## config.mk

```make
export PLATFORM = sky130hd
export DESIGN_NAME = csr_cmd_issuer
export DESIGN_NICKNAME = d
export VERILOG_FILES = /design/src/rtl/csr_cmd_issuer.sv
export SDC_FILE = /design/constraint.sdc
export NUM_CORES = 1
export LEC_CHECK = 0
export CAP_MARGIN = 20
export CORE_AREA = 3 3 189 191
export CTS_BUF_LIST = sky130_fd_sc_hd__clkbuf_2
export CTS_CLUSTER_DIAMETER = 40
export DETAILED_ROUTE_END_ITERATION = 8
export DIE_AREA = 0 0 192 194
export GPL_TIMING_DRIVEN = 0
export PLACE_DENSITY = 0.6
export SETUP_SLACK_MARGIN = 0.05
export SYNTH_ARGS = -nofsm -noshare
export SYNTH_HDL_FRONTEND = slang
export SYNTH_SLANG_ARGS = --single-unit
```

## constraint.sdc

```tcl
create_clock -name clk -period 2.2 [get_ports clk]
set_input_delay 0.22 -clock clk [delete_from_list [all_inputs] [get_ports clk]]
set_output_delay 0.22 -clock clk [all_outputs]
set_load 0.005 [all_outputs]
```

## src/rtl/csr_cmd_issuer.sv

```systemverilog
// WB-stage CSR command issuer: sequences CSR access, exception and ertn strobes plus redirect flush.
// Optional macro CSR_SIDE_EFFECT_FLUSH_EN adds a pc+4 refetch flush after writes to side-effect CSRs.
module csr_cmd_issuer #(
    parameter int          CSR_NUM_W = 14,
    parameter logic [5:0]  ECODE_INT = 6'h00
) (
    input  logic                 clk,
    input  logic                 resetn,
    input  logic                 in_valid,
    output logic                 in_ready,
    input  logic [2:0]           in_op,
    input  logic [CSR_NUM_W-1:0] in_csr_num,
    input  logic [31:0]          in_rj,
    input  logic [31:0]          in_rd,
    input  logic [31:0]          in_pc,
    input  logic                 in_ex,
    input  logic [5:0]           in_ecode,
    input  logic [8:0]           in_esubcode,
    input  logic [31:0]          in_vaddr,
    output logic [CSR_NUM_W-1:0] csr_num,
    output logic                 csr_re,
    output logic                 csr_we,
    output logic [31:0]          csr_wmask,
    output logic [31:0]          csr_wvalue,
    input  logic [31:0]          csr_rvalue,
    output logic                 wb_ex,
    output logic [31:0]          wb_pc,
    output logic [5:0]           wb_ecode,
    output logic [8:0]           wb_esubcode,
    output logic [31:0]          wb_vaddr,
    output logic                 ertn_flush,
    input  logic [31:0]          ex_entry,
    input  logic [31:0]          ertn_pc,
    input  logic                 has_int,
    output logic                 rf_we,
    output logic [31:0]          rf_wdata,
    output logic                 flush,
    output logic [31:0]          flush_pc
);
    typedef enum logic [2:0] {
        S_IDLE, S_ACCESS, S_EXC, S_ERTN, S_REDIR, S_SEFLUSH
    } state_t;

    localparam logic [2:0] OP_CSRRD   = 3'd0;
    localparam logic [2:0] OP_CSRWR   = 3'd1;
    localparam logic [2:0] OP_CSRXCHG = 3'd2;
    localparam logic [2:0] OP_ERTN    = 3'd3;

    state_t               r_state;
    logic [CSR_NUM_W-1:0] r_csr_num;
    logic                 r_csr_re;
    logic                 r_csr_we;
    logic [31:0]          r_wmask;
    logic [31:0]          r_wvalue;
    logic                 r_rf_we;
    logic                 r_wb_ex;
    logic [31:0]          r_wb_pc;
    logic [5:0]           r_wb_ecode;
    logic [8:0]           r_wb_esub;
    logic [31:0]          r_wb_vaddr;
    logic                 r_ertn_flush;
    logic                 r_flush;
    logic                 r_redir_ertn;

    logic w_accept;
    logic w_is_access;
    logic w_is_ertn;

    assign w_accept    = in_valid && (r_state == S_IDLE);
    assign w_is_access = (in_op == OP_CSRRD) || (in_op == OP_CSRWR) || (in_op == OP_CSRXCHG);
    assign w_is_ertn   = (in_op == OP_ERTN);

`ifdef CSR_SIDE_EFFECT_FLUSH_EN
    logic        r_se_pend;
    logic [31:0] r_pc;
    logic        w_se_hit;

    // Writes that change interrupt/timer state must refetch so later instructions see them
    assign w_se_hit = ((in_op == OP_CSRWR) || (in_op == OP_CSRXCHG)) &&
                      ((in_csr_num == CSR_NUM_W'(14'h0))  || (in_csr_num == CSR_NUM_W'(14'h4))  ||
                       (in_csr_num == CSR_NUM_W'(14'h5))  || (in_csr_num == CSR_NUM_W'(14'h41)) ||
                       (in_csr_num == CSR_NUM_W'(14'h44)));
`endif

    always_ff @(posedge clk) begin
        if (!resetn) begin
            r_state      <= S_IDLE;
            r_csr_num    <= '0;
            r_csr_re     <= 1'b0;
            r_csr_we     <= 1'b0;
            r_wmask      <= '0;
            r_wvalue     <= '0;
            r_rf_we      <= 1'b0;
            r_wb_ex      <= 1'b0;
            r_wb_pc      <= '0;
            r_wb_ecode   <= '0;
            r_wb_esub    <= '0;
            r_wb_vaddr   <= '0;
            r_ertn_flush <= 1'b0;
            r_flush      <= 1'b0;
            r_redir_ertn <= 1'b0;
`ifdef CSR_SIDE_EFFECT_FLUSH_EN
            r_se_pend    <= 1'b0;
            r_pc         <= '0;
`endif
        end else begin
            // Strobes are single-cycle: clear by default, set only on the entering transition
            r_csr_re     <= 1'b0;
            r_csr_we     <= 1'b0;
            r_wmask      <= '0;
            r_wvalue     <= '0;
            r_rf_we      <= 1'b0;
            r_wb_ex      <= 1'b0;
            r_wb_pc      <= '0;
            r_wb_ecode   <= '0;
            r_wb_esub    <= '0;
            r_wb_vaddr   <= '0;
            r_ertn_flush <= 1'b0;
            r_flush      <= 1'b0;
            case (r_state)
                S_IDLE: begin
                    if (w_accept) begin
                        r_csr_num <= in_csr_num;
`ifdef CSR_SIDE_EFFECT_FLUSH_EN
                        r_pc      <= in_pc;
                        r_se_pend <= 1'b0;
`endif
                        if (has_int) begin
                            r_state    <= S_EXC;
                            r_wb_ex    <= 1'b1;
                            r_wb_pc    <= in_pc;
                            r_wb_ecode <= ECODE_INT;
                            r_wb_esub  <= '0;
                            r_wb_vaddr <= in_vaddr;
                        end else if (in_ex) begin
                            r_state    <= S_EXC;
                            r_wb_ex    <= 1'b1;
                            r_wb_pc    <= in_pc;
                            r_wb_ecode <= in_ecode;
                            r_wb_esub  <= in_esubcode;
                            r_wb_vaddr <= in_vaddr;
                        end else if (w_is_access) begin
                            r_state  <= S_ACCESS;
                            r_csr_re <= 1'b1;
                            r_rf_we  <= 1'b1;
                            if (in_op != OP_CSRRD) begin
                                r_csr_we <= 1'b1;
                                r_wmask  <= (in_op == OP_CSRWR) ? 32'hFFFF_FFFF : in_rj;
                                r_wvalue <= in_rd;
                            end
`ifdef CSR_SIDE_EFFECT_FLUSH_EN
                            r_se_pend <= w_se_hit;
`endif
                        end else if (w_is_ertn) begin
                            r_state      <= S_ERTN;
                            r_ertn_flush <= 1'b1;
                        end
                    end
                end
                S_ACCESS: begin
`ifdef CSR_SIDE_EFFECT_FLUSH_EN
                    if (r_se_pend) begin
                        r_state <= S_SEFLUSH;
                        r_flush <= 1'b1;
                    end else begin
                        r_state <= S_IDLE;
                    end
`else
                    r_state <= S_IDLE;
`endif
                end
                S_EXC: begin
                    r_state      <= S_REDIR;
                    r_flush      <= 1'b1;
                    r_redir_ertn <= 1'b0;
                end
                S_ERTN: begin
                    r_state      <= S_REDIR;
                    r_flush      <= 1'b1;
                    r_redir_ertn <= 1'b1;
                end
                default: r_state <= S_IDLE;
            endcase
        end
    end

    // Redirect target is read in the flush cycle so it reflects the CSR update committed the cycle before
    always_comb begin
        flush_pc = 32'h0;
        if (r_flush) begin
`ifdef CSR_SIDE_EFFECT_FLUSH_EN
            if (r_state == S_SEFLUSH)
                flush_pc = r_pc + 32'd4;
            else
                flush_pc = r_redir_ertn ? ertn_pc : ex_entry;
`else
            flush_pc = r_redir_ertn ? ertn_pc : ex_entry;
`endif
        end
    end

    assign in_ready    = (r_state == S_IDLE);
    assign csr_num     = r_csr_num;
    assign csr_re      = r_csr_re;
    assign csr_we      = r_csr_we;
    assign csr_wmask   = r_wmask;
    assign csr_wvalue  = r_wvalue;
    assign wb_ex       = r_wb_ex;
    assign wb_pc       = r_wb_pc;
    assign wb_ecode    = r_wb_ecode;
    assign wb_esubcode = r_wb_esub;
    assign wb_vaddr    = r_wb_vaddr;
    assign ertn_flush  = r_ertn_flush;
    assign rf_we       = r_rf_we;
    assign rf_wdata    = r_rf_we ? csr_rvalue : 32'h0;
    assign flush       = r_flush;
endmodule

```

=== Yosys cells after proc, flatten, opt, wreduce, memory -nomap -nowiden ===
Cells that the tools add are included.

* Reduce and logical (&&, ||, !) cells: 16
* Bitwise operators: 6
* Muxes and demuxes: 21
* Equal/unequal tests: 7

{| class="wikitable"
|+ Operators with widths
! kind !! count
|-
| 2-to-1 mux 32 bit || 8
|-
| 2-to-1 mux 3 bit || 5
|-
| == test 3 x 2 -> 1 bit (second input constant) || 4
|-
| OR reduction 6 bit || 2
|-
| OR reduction 5 bit || 2
|-
| OR reduction 7 bit || 1
|-
| logical NOT 3 bit || 2
|-
| 2-to-1 mux 1 bit || 6
|-
| NOT 1 bit || 6
|-
| one-hot mux 3 bit (2 select lines) || 1
|-
| != test 5 x 1 -> 1 bit (second input constant) || 1
|-
| AND reduction 2 bit || 2
|-
| == test 3 x 1 -> 1 bit (second input constant) || 1
|-
| AND reduction 3 bit || 1
|-
| nonzero test 3 bit || 1
|-
| logical OR 1 bit || 2
|-
| != test 2 x 1 -> 1 bit (second input constant) || 1
|-
| one-hot mux 1 bit (2 select lines) || 1
|-
| nonzero test 2 bit || 1
|-
| OR reduction 2 bit || 1
|-
| logical AND 1 bit || 1
|}

* Register bits: 166
* Word-level logic and storage cells: 64
* Input bits: 261

=== Depth between registers and ports, before layout ===
Gate-level depths: netlist of run 1.

* Word-level depth: 8
* Gate-level depth with buffers: 6
* Mapped depth without buffers: 3

=== Worst setup path after synthesis of run 1 ===
OpenSTA, ideal clock, no wires.

* Path type: reg-to-reg
* From: reg r_state[2]
* To: reg r_wb_pc[0], in the netlist wb_pc[0]
* Slack: 0.600 ns
* Arrival: 1.541 ns
* Stages on the path, launching flop included: 7
* Path buffers: 3
* Cells stage by stage: dfxtp_1 -> or4b_1 -> buf_2 -> nor3_2 -> buf_4 -> buf_4 -> and2_1

* Word-level cells in the longest chain between the ends: 3

{| class="wikitable"
|+ RTL lines
! what !! line !! source
|-
| from (decl) || 49 || <nowiki>state_t r_state;</nowiki>
|-
| from (signal assigned) || 87 || <nowiki>r_state <= S_IDLE;</nowiki>
|-
| from (signal assigned) || 129 || <nowiki>r_state <= S_EXC;</nowiki>
|-
| from (signal assigned) || 136 || <nowiki>r_state <= S_EXC;</nowiki>
|-
| logical NOT 3 bit * || 69, 120 ||
|-
| logical AND 1 bit || 69 || <nowiki>assign w_accept = in_valid && (r_state == S_IDLE);</nowiki>
|-
| AND reduction 3 bit (no line) * || n/a ||
|-
| to (signal assigned) || 131 || <nowiki>r_wb_pc <= in_pc;</nowiki>
|-
| to (signal assigned) || 138 || <nowiki>r_wb_pc <= in_pc;</nowiki>
|-
| to (decl) || 57 || <nowiki>logic [31:0] r_wb_pc;</nowiki>
|}

Mark *: on every way between the ends. The rest lies on a longest branch, timed or not.
A chain may end at the register's enable or synchronous reset.

=== Worst setup path in the final report of run 1 ===
* From: reg r_redir_ertn
* To: out flush_pc[6]

* Word-level cells in the longest chain between the ends: 2

{| class="wikitable"
|+ RTL lines
! what !! line !! source
|-
| from (decl) || 63 || <nowiki>logic r_redir_ertn;</nowiki>
|-
| from (signal assigned) || 101 || <nowiki>r_redir_ertn <= 1'b0;</nowiki>
|-
| from (signal assigned) || 175 || <nowiki>r_redir_ertn <= 1'b0;</nowiki>
|-
| from (signal assigned) || 180 || <nowiki>r_redir_ertn <= 1'b1;</nowiki>
|-
| 2-to-1 mux 32 bit || 197 || <nowiki>flush_pc = r_redir_ertn ? ertn_pc : ex_entry;</nowiki>
|-
| 2-to-1 mux 32 bit || 190 || <nowiki>if (r_flush) begin</nowiki>
|-
| to (decl) || 38 || <nowiki>output logic [31:0] flush_pc</nowiki>
|}

Every way passes these cells.

==> summary.txt, run 1 <==
Logic synthesis
  – Sequential area share after synthesis: 0.5506
  – Cell Area, Synth: 6036 µm²
  – FFs w/ async S/R, synth: 0
  – Post-synth EDFFs: 0
  – Synth unique cells: 25
  – Commonest register cell after synthesis: dfxtp_1
  – Synthesized Nets: 912
  – Syn Inst Count: 651
  – Synthesis Warnings: 0
  – Syn avg cell area: 9.272 µm²
  – Seq cells post-synth: 166

Worst setup path
  – Kind of critical path: flop to output pin
  – CP arrival: 2.00 ns
  – Setup crit start kind: flop
  – Worst-path cell chain: buf_12 > buf_16 > buf_8 > mux2i_4 > nor2b_4 > buf_2
  – Reg2Reg Capture Point: wb_vaddr[8]
  – Max FO, Critical Path: 4
  – CP max stage delay: 0.42 ns
  – Reg2Reg Launch Point: r_state[0]
  – Worst path slowest cell: dfxtp_4
  – Endpoint type of the worst setup path: output pin
  – Worst setup path startpoint: r_redir_ertn
  – CP required: 1.98 ns
  – Flop-to-flop setup slack: 0.17 ns
  – R2R depth: 6
  – Setup crit end: flush_pc[6]

CTS
  – Longest Clk Path Bufs: 2
  – Clock Root Buffer: clkbuf_2
  – Clock Sink Count: 166
  – Clock transition at path regs: 0.31 ns
  – CTS buffer count: 17
  – CTS H-tree lvls: 4
  – CTS tree: done
  – Clk_lat worst skew: 0.81 ns

Global route
  – Most used routing layer: met2
  – Initial antenna violation count: 3
  – Grt ovf: 0
  – Met2 Use GR: 0.2785
  – Vias in the first global route: 7739
  – Met1 usage: 0.1794
  – First-pass GRT wire length: 45.44 mm
  – Largest net degree at the start of global routing: 18
  – Grt met3 use: 0.05496
  – Total GRT Usage: 0.1592

Floorplanning
  – Io pins: 489
  – Total core area: 34290 µm²
  – Initial Util: 0.1760
  – Die height: 194 µm
  – Die W: 192 µm
  – Rows: 68
  – Die area: 37250 µm²

Cells and area
  – Final core occ: 0.4008
  – Total Nets Final: 1607
  – Ratio of cells with drive above 1 in the final layout: 0.1383
  – Final Non-Filler Cells: 1817
  – Layout area overhead: 127.7%

Route
  – DRT Pass-1 Iters: 4
  – Total vias in the final route: 7155
  – DRC Markers: 0
  – Via-per-instance ratio: 3.938
  – DRT Wirelength: 31.09 mm
  – Mean routed wirelength per cell: 17.11 µm
  – Routed Antenna Nets: 0
  – Iter 0 DRT Violations: 243

Placed design
  – I/O Buffers: 486
  – Place WS: -0.6442 ns
  – Placed cell count: 1592
  – DP HPWL: 22.22 mm
  – GPL Wtd Cong: 0.8182

Timing
  – FMAX: 0.4501 GHz
  – Final worst path period share: 1.010
  – Worst Max-Slew Pin Slew: 0.7697 ns
  – Minimum clock period: 2.222 ns
  – Fin. max-slew vios: 0
  – RSZ-0062 raised after global routing: yes
  – Final clock skew: 0.06776 ns
  – WHS: 0.1525 ns
  – Setup ws final: -0.02153 ns
  – Max transition margin: 0.4869
  – Setup TNS: -0.02153 ns
  – Final Hold Fails: 0
  – Final setup fails: 1

Pwr
  – PwrDens: 458.5 nW/µm²
  – Peak supply drop: 0.0003454 V
  – P_leak: 5.645 nW

Run
  – Max Cap Violations: 0

Min path
  – Hold Crit Class: input pin to flop

Run status
  – Run status: finished with violations
  – Violated checks: negative setup slack
==> registers in the layout, summed over array words and instances, names as in the netlist <==
signal,flops
csr_wmask,32
csr_wvalue,32
wb_pc,32
wb_vaddr,32
csr_num,14
wb_esubcode,9
wb_ecode,6
r_state,3
csr_we,1
ertn_flush,1
flush,1
r_redir_ertn,1
rf_we,1
wb_ex,1
==> repair_timing <==
item / in CTS / in global routing
pin swaps: 1 / 1
setup endpoints to repair: 137 / 73
cloned: 5 / 1
gates resized for setup: 324 / 47
hold buffers: 163 / 0
endpoints found under the hold margin: 161 / 0
buffers inserted: 22 / 6
==> worst min-delay path by stage <==
stage,from,to,slack [ns],cells past startpoint
CTS,in_valid,r_state[1],0.006,3
detailed placement,csr_num[5],csr_num[5],0.45,2
floorplan,in_op[0],rf_we,0.32,1
finish,has_int,wb_esubcode[1],0.15,3
global route,has_int,wb_esubcode[1],0.006,3
global placement,csr_num[10],csr_num[10],0.44,2
==> cells in the mapped netlist, types with 3 or more instances <==
cell type,number,area [µm²]
dfxtp_1,166,3323
and2_1,113,706.9
nand2_1,94,352.8
a21oi_1,47,235.2
nor2_1,36,135.1
nor2b_1,34,212.7
clkbuf_1,33,123.9
mux2i_1,33,330.3
a21o_1,32,240.2
nand3_1,32,160.2
buf_2,8,40.04
buf_4,8,60.06
buf_1,3,11.26
==> per-stage QoR <==
| stage | total power [W] | cell area, µm² |
|---|---|---|
| floorplan | 0.003452 | 6036 |
| global placement | 0.004204 | 11470 |
| detailed placement | 0.004214 | 11470 |
| CTS | 0.006386 | 13690 |
| global route | 0.006623 | 13740 |
| finish | 0.006300 | 13740 |
==> critical path, delay by kind of cell, from the launching register on <==
| kind | cells | cell delay [ns] |
|---|---|---|
| flip-flops | 1 | 0.42 |
| multiplexers | 1 | 0.19 |
| AND/OR/NAND/NOR | 1 | 0.14 |
| buffers and inverters | 4 | 0.52 |
==> per-layer routing <==
layer | vias to the layer above | wire length, µm
li1 | 3473 | -
met1 | 3328 | 11930
met2 | 313 | 15530
met3 | 41 | 2852
met4 | 0 | 773
met5 | - | 0
==> placed cells by master (no fill, tap or decap), types with 32 or more instances in the layout <==
master	n
buf_2	45
nor2_1	36
dlygate4sd3_1	163
clkdlybuf4s50_1	410
a21o_1	32
nor2b_1	33
a21oi_1	47
buf_6	32
nand3_1	32
dfxtp_1	146
nand2_1	94
and2_1	96
==> cell families after synthesis <==
family          synth area share
buf+inv                  0.04022
flops                     0.5506
compound gates           0.07960
mux                      0.05473
simple gates              0.2749
==> power breakdown <==
group,internal [W],switching [W],leakage (nW),total [W]
Sequential,0.00310,0.0000335,1.36,0.00313
Combinational,0.000877,0.000421,4.13,0.00130
Clock,0.000574,0.00130,0.154,0.00187
==> final cells by class <==
| cell class | instances | area (µm²) |
|---|---|---|
| fill | 3313 | 20550 |
| timing repair buffer | 679 | 6686 |
| sequential | 166 | 3356 |
| multi-input combinational | 431 | 2566 |
| tap | 455 | 569.3 |
| buffer | 49 | 284.0 |
| clock inverter | 15 | 180.2 |
| clock buffer | 17 | 85.08 |
| inverter | 2 | 7.507 |
| antenna | 3 | 7.507 |
(Power assumes the default switching activity.)
==> run 2, diff against run 1 <==
Settings changed: CORE_AREA 3 3 189 191 to 3 3 192 194, CTS_BUF_LIST sky130_fd_sc_hd__clkbuf_2 to not set, DIE_AREA 0 0 192 194 to 0 0 195 197, GPL_ROUTABILITY_DRIVEN set to 1, PLACE_DENSITY 0.6 to 0.58.
==> run 2 against run 1 <==
Net effect: the run now ends clean; power grew 13%; global-route usage decreased by 2.1 points; fmax grew 7.7%; first-iteration DRC count shrank 14%; routed wire length fell by 11%; register-to-register slack improved by 0.10 ns; sequential share of layout area is 3.1 points higher; setup slack improved by 0.16 ns; flip-flop and latch count is the same; count of clock-buffer cells in the layout up 2; critical path type unchanged; critical endpoint is now flush_pc[5].
==> summary.txt, run 2 (same netlist as run 1, synthesis figures left out) <==
Cells and area
  – Design Area, Final: 12110 µm² (-12%)
  – Diode count: 0 (-3)
  – Layout area overhead: 100.6%
  – Most common cell after layout, fill and taps aside: clkdlybuf4s50_1
  – Most frequent cells in the layout: clkdlybuf4s50_1, dfxtp_1, and2_1, nand2_1, a21oi_1
  – Ratio of cells with drive above 1 in the final layout: 0.05389 (-0.08444)
  – Total Nets Final: 1417 (-12%)

Pwr
  – P_leak: 4.548 nW (-19%)
  – Peak supply drop: 0.0005151 V (+49%)
  – Design internal power: 0.005338 W (+17%)
  – Total chip power: 0.007132 W (+13%)
  – Switching share of power: 0.2515 (-0.02689)
  – Combinational Power Share: 0.144 (-0.062)
  – P_sw: 0.001794 W (+2.3%)
  – Share of power burned in registers: 0.436 (-0.061)
  – PwrDens: 589.0 nW/µm² (+28%)
  – Clock share of power: 0.420 (+0.123)

Route
  – Via-per-instance ratio: 3.825 (-2.9%)
  – Total vias in the final route: 6234 (-13%)
  – DRC Markers: 0 (unchanged)
  – DRT Pass-1 Iters: 4 (unchanged)
  – Routed Antenna Nets: 0 (unchanged)
  – Iter 0 DRT Violations: 210 (-14%)
  – Mean routed wirelength per cell: 16.97 µm (-0.82%)
  – DRT Wirelength: 27.66 mm (-11%)

CTS
  – Longest Clk Path Bufs: 2 (unchanged)
  – Clk_lat worst skew: 0.44 ns (-0.37 ns)
  – Hold Buf Count CTS: 0 (-100%)
  – Clock Root Buffer: clkbuf_16
  – Clock Sink Count: 166 (unchanged)
  – Clock transition at path regs: 0.07 ns (-0.24 ns)
  – CTS H-tree lvls: 4 (unchanged)
  – CTS tree: done
  – CTS buffer count: 17 (unchanged)

Floorplanning
  – Die area: 38420 µm² (+3.1%)
  – Total core area: 35400 µm² (+3.2%)
  – Rows: 69 (+1.5%)
  – Die height: 197 µm (+1.5%)
  – Io pins: 489 (unchanged)
  – Die W: 195 µm (+1.6%)
  – Initial Util: 0.1705 (-0.005513)

Timing
  – FMAX: 0.4847 GHz (+7.7%)
  – Max transition margin: 0.4634 (-0.02350)
  – Final worst path period share: 0.9378 (-0.07202)
  – Worst Max-Slew Pin Slew: 0.8050 ns (+0.03525 ns)
  – Setup TNS: 0 ns (+0.02153 ns)
  – Fin. max-slew vios: 0 (unchanged)
  – Final clock skew: 0.01291 ns (-0.05485 ns)
  – Setup ws final: 0.1369 ns (+0.1585 ns)
  – RSZ-0062 raised after global routing: yes
  – WHS: 0.3200 ns (+0.1675 ns)
  – Final setup fails: 0 (-1)
  – Final Hold Fails: 0 (unchanged)
  – Minimum clock period: 2.063 ns (-0.1585 ns)

Placed design
  – GPL Wtd Cong: 0.8225 (+0.53%)
  – Place WS: -0.4955 ns (+0.1487 ns)
  – I/O Buffers: 486 (unchanged)
  – DP HPWL: 22.43 mm (+0.94%)
  – Placed inst area: 11480 µm² (about the same)

Run
  – Max Cap Violations: 0 (unchanged)

Min path
  – Hold Crit Class: input pin to flop
  – Worst Hold Depth: 3 (unchanged)
  – Hold path endpoint: csr_wvalue[17]
  – Worst Hold Launch: in_rd[17]

Worst setup path
  – R2R depth: 6 (unchanged)
  – Reg2Reg Launch Point: r_state[2]
  – CP arrival: 1.84 ns (-0.16 ns)
  – Flop-to-flop setup slack: 0.27 ns (+0.10 ns)
  – Reg2Reg Capture Point: wb_vaddr[5]
  – Max FO, Critical Path: 10 (+6)
  – Kind of critical path: flop to output pin
  – Setup crit start kind: flop
  – CP required: 1.98 ns (about the same)
  – Endpoint type of the worst setup path: output pin

Global route
  – Largest net degree at the start of global routing: 18 (unchanged)
  – Initial antenna violation count: 2 (-1)
  – Vias in the first global route: 6306 (-19%)
  – First-pass GRT wire length: 40.03 mm (-12%)
  – Grt ovf: 0 (unchanged)
  – Total GRT Usage: 0.1384 (-0.02079)

Run status
  – Run status: finished, final reports clean
## run 2: routing by layer
| metal | GRT usage | wire (µm) | vias to the layer above | part of all wire |
|---|---|---|---|---|
| met5 | 0 | 23 | - | 0.00083 |
| met4 | 0.03750 | 314 | 4 | 0.011 |
| met3 | 0.04632 | 2121 | 15 | 0.077 |
| met2 | 0.2438 | 14040 | 240 | 0.51 |
| met1 | 0.1614 | 11160 | 2884 | 0.40 |
| li1 | - | - | 3091 | - |
## run 2: per-stage QoR
step                  util  std cells
floorplan                -        651
global placement    0.3242       1598
detailed placement  0.3242       1598
CTS                 0.3419       1630
global route        0.3421       1630
finish              0.3421       1630
## run 2: area by class of cell
cell class | instances | area [µm²]
Fill cell | 3700 | 23290
Timing Repair Buffer | 487 | 4872
Sequential cell | 166 | 3329
Inverter | 2 | 7.507
Clock inverter | 13 | 130.1
Tap cell | 461 | 576.8
Clock buffer | 19 | 452.9
Multi-Input combinational cell | 431 | 2484
Buffer | 51 | 256.5
## run 2: power by group through the flow
| stage | logic (W) | clock network, W | registers (W) |
|---|---|---|---|
| after CTS | 0.00104 | 0.00313 | 0.00311 |
| after global routing | 0.00111 | 0.00324 | 0.00312 |
| after floorplan | 0.000266 | 0 | 0.00319 |
| after detailed placement | 0.00103 | 0 | 0.00318 |
| after global placement | 0.00103 | 0 | 0.00318 |
| final | 0.00103 | 0.00299 | 0.00311 |
## run 2: worst max path at each step
stage / slack, ns / depth (start not counted) / start / endpoint
floorplan: 0.60 / 6 / r_state[2] / wb_pc[0]
global placement: -0.48 / 6 / in_valid / r_state[0]
detailed placement: -0.50 / 6 / in_valid / csr_wvalue[11]
CTS: 0.06 / 4 / r_redir_ertn / flush_pc[5]
global route: 0.05 / 4 / r_redir_ertn / flush_pc[5]
finish: 0.14 / 4 / r_redir_ertn / flush_pc[5]
## run 2: what timing repair did
action                     in CTS  in global routing
pin swaps                       1                  0
resized for setup              16                  4
setup buffers                   1                  0
gates cloned                    0                  0
setup endpoints to repair     128                  7
## run 2: worst max-delay path, cell delays in order, from the launching register on
cell and delay, ns:
dfxtp_4 0.41, buf_6 0.19, mux2i_1 0.10, nor2b_2 0.18, clkdlybuf4s50_1 0.53
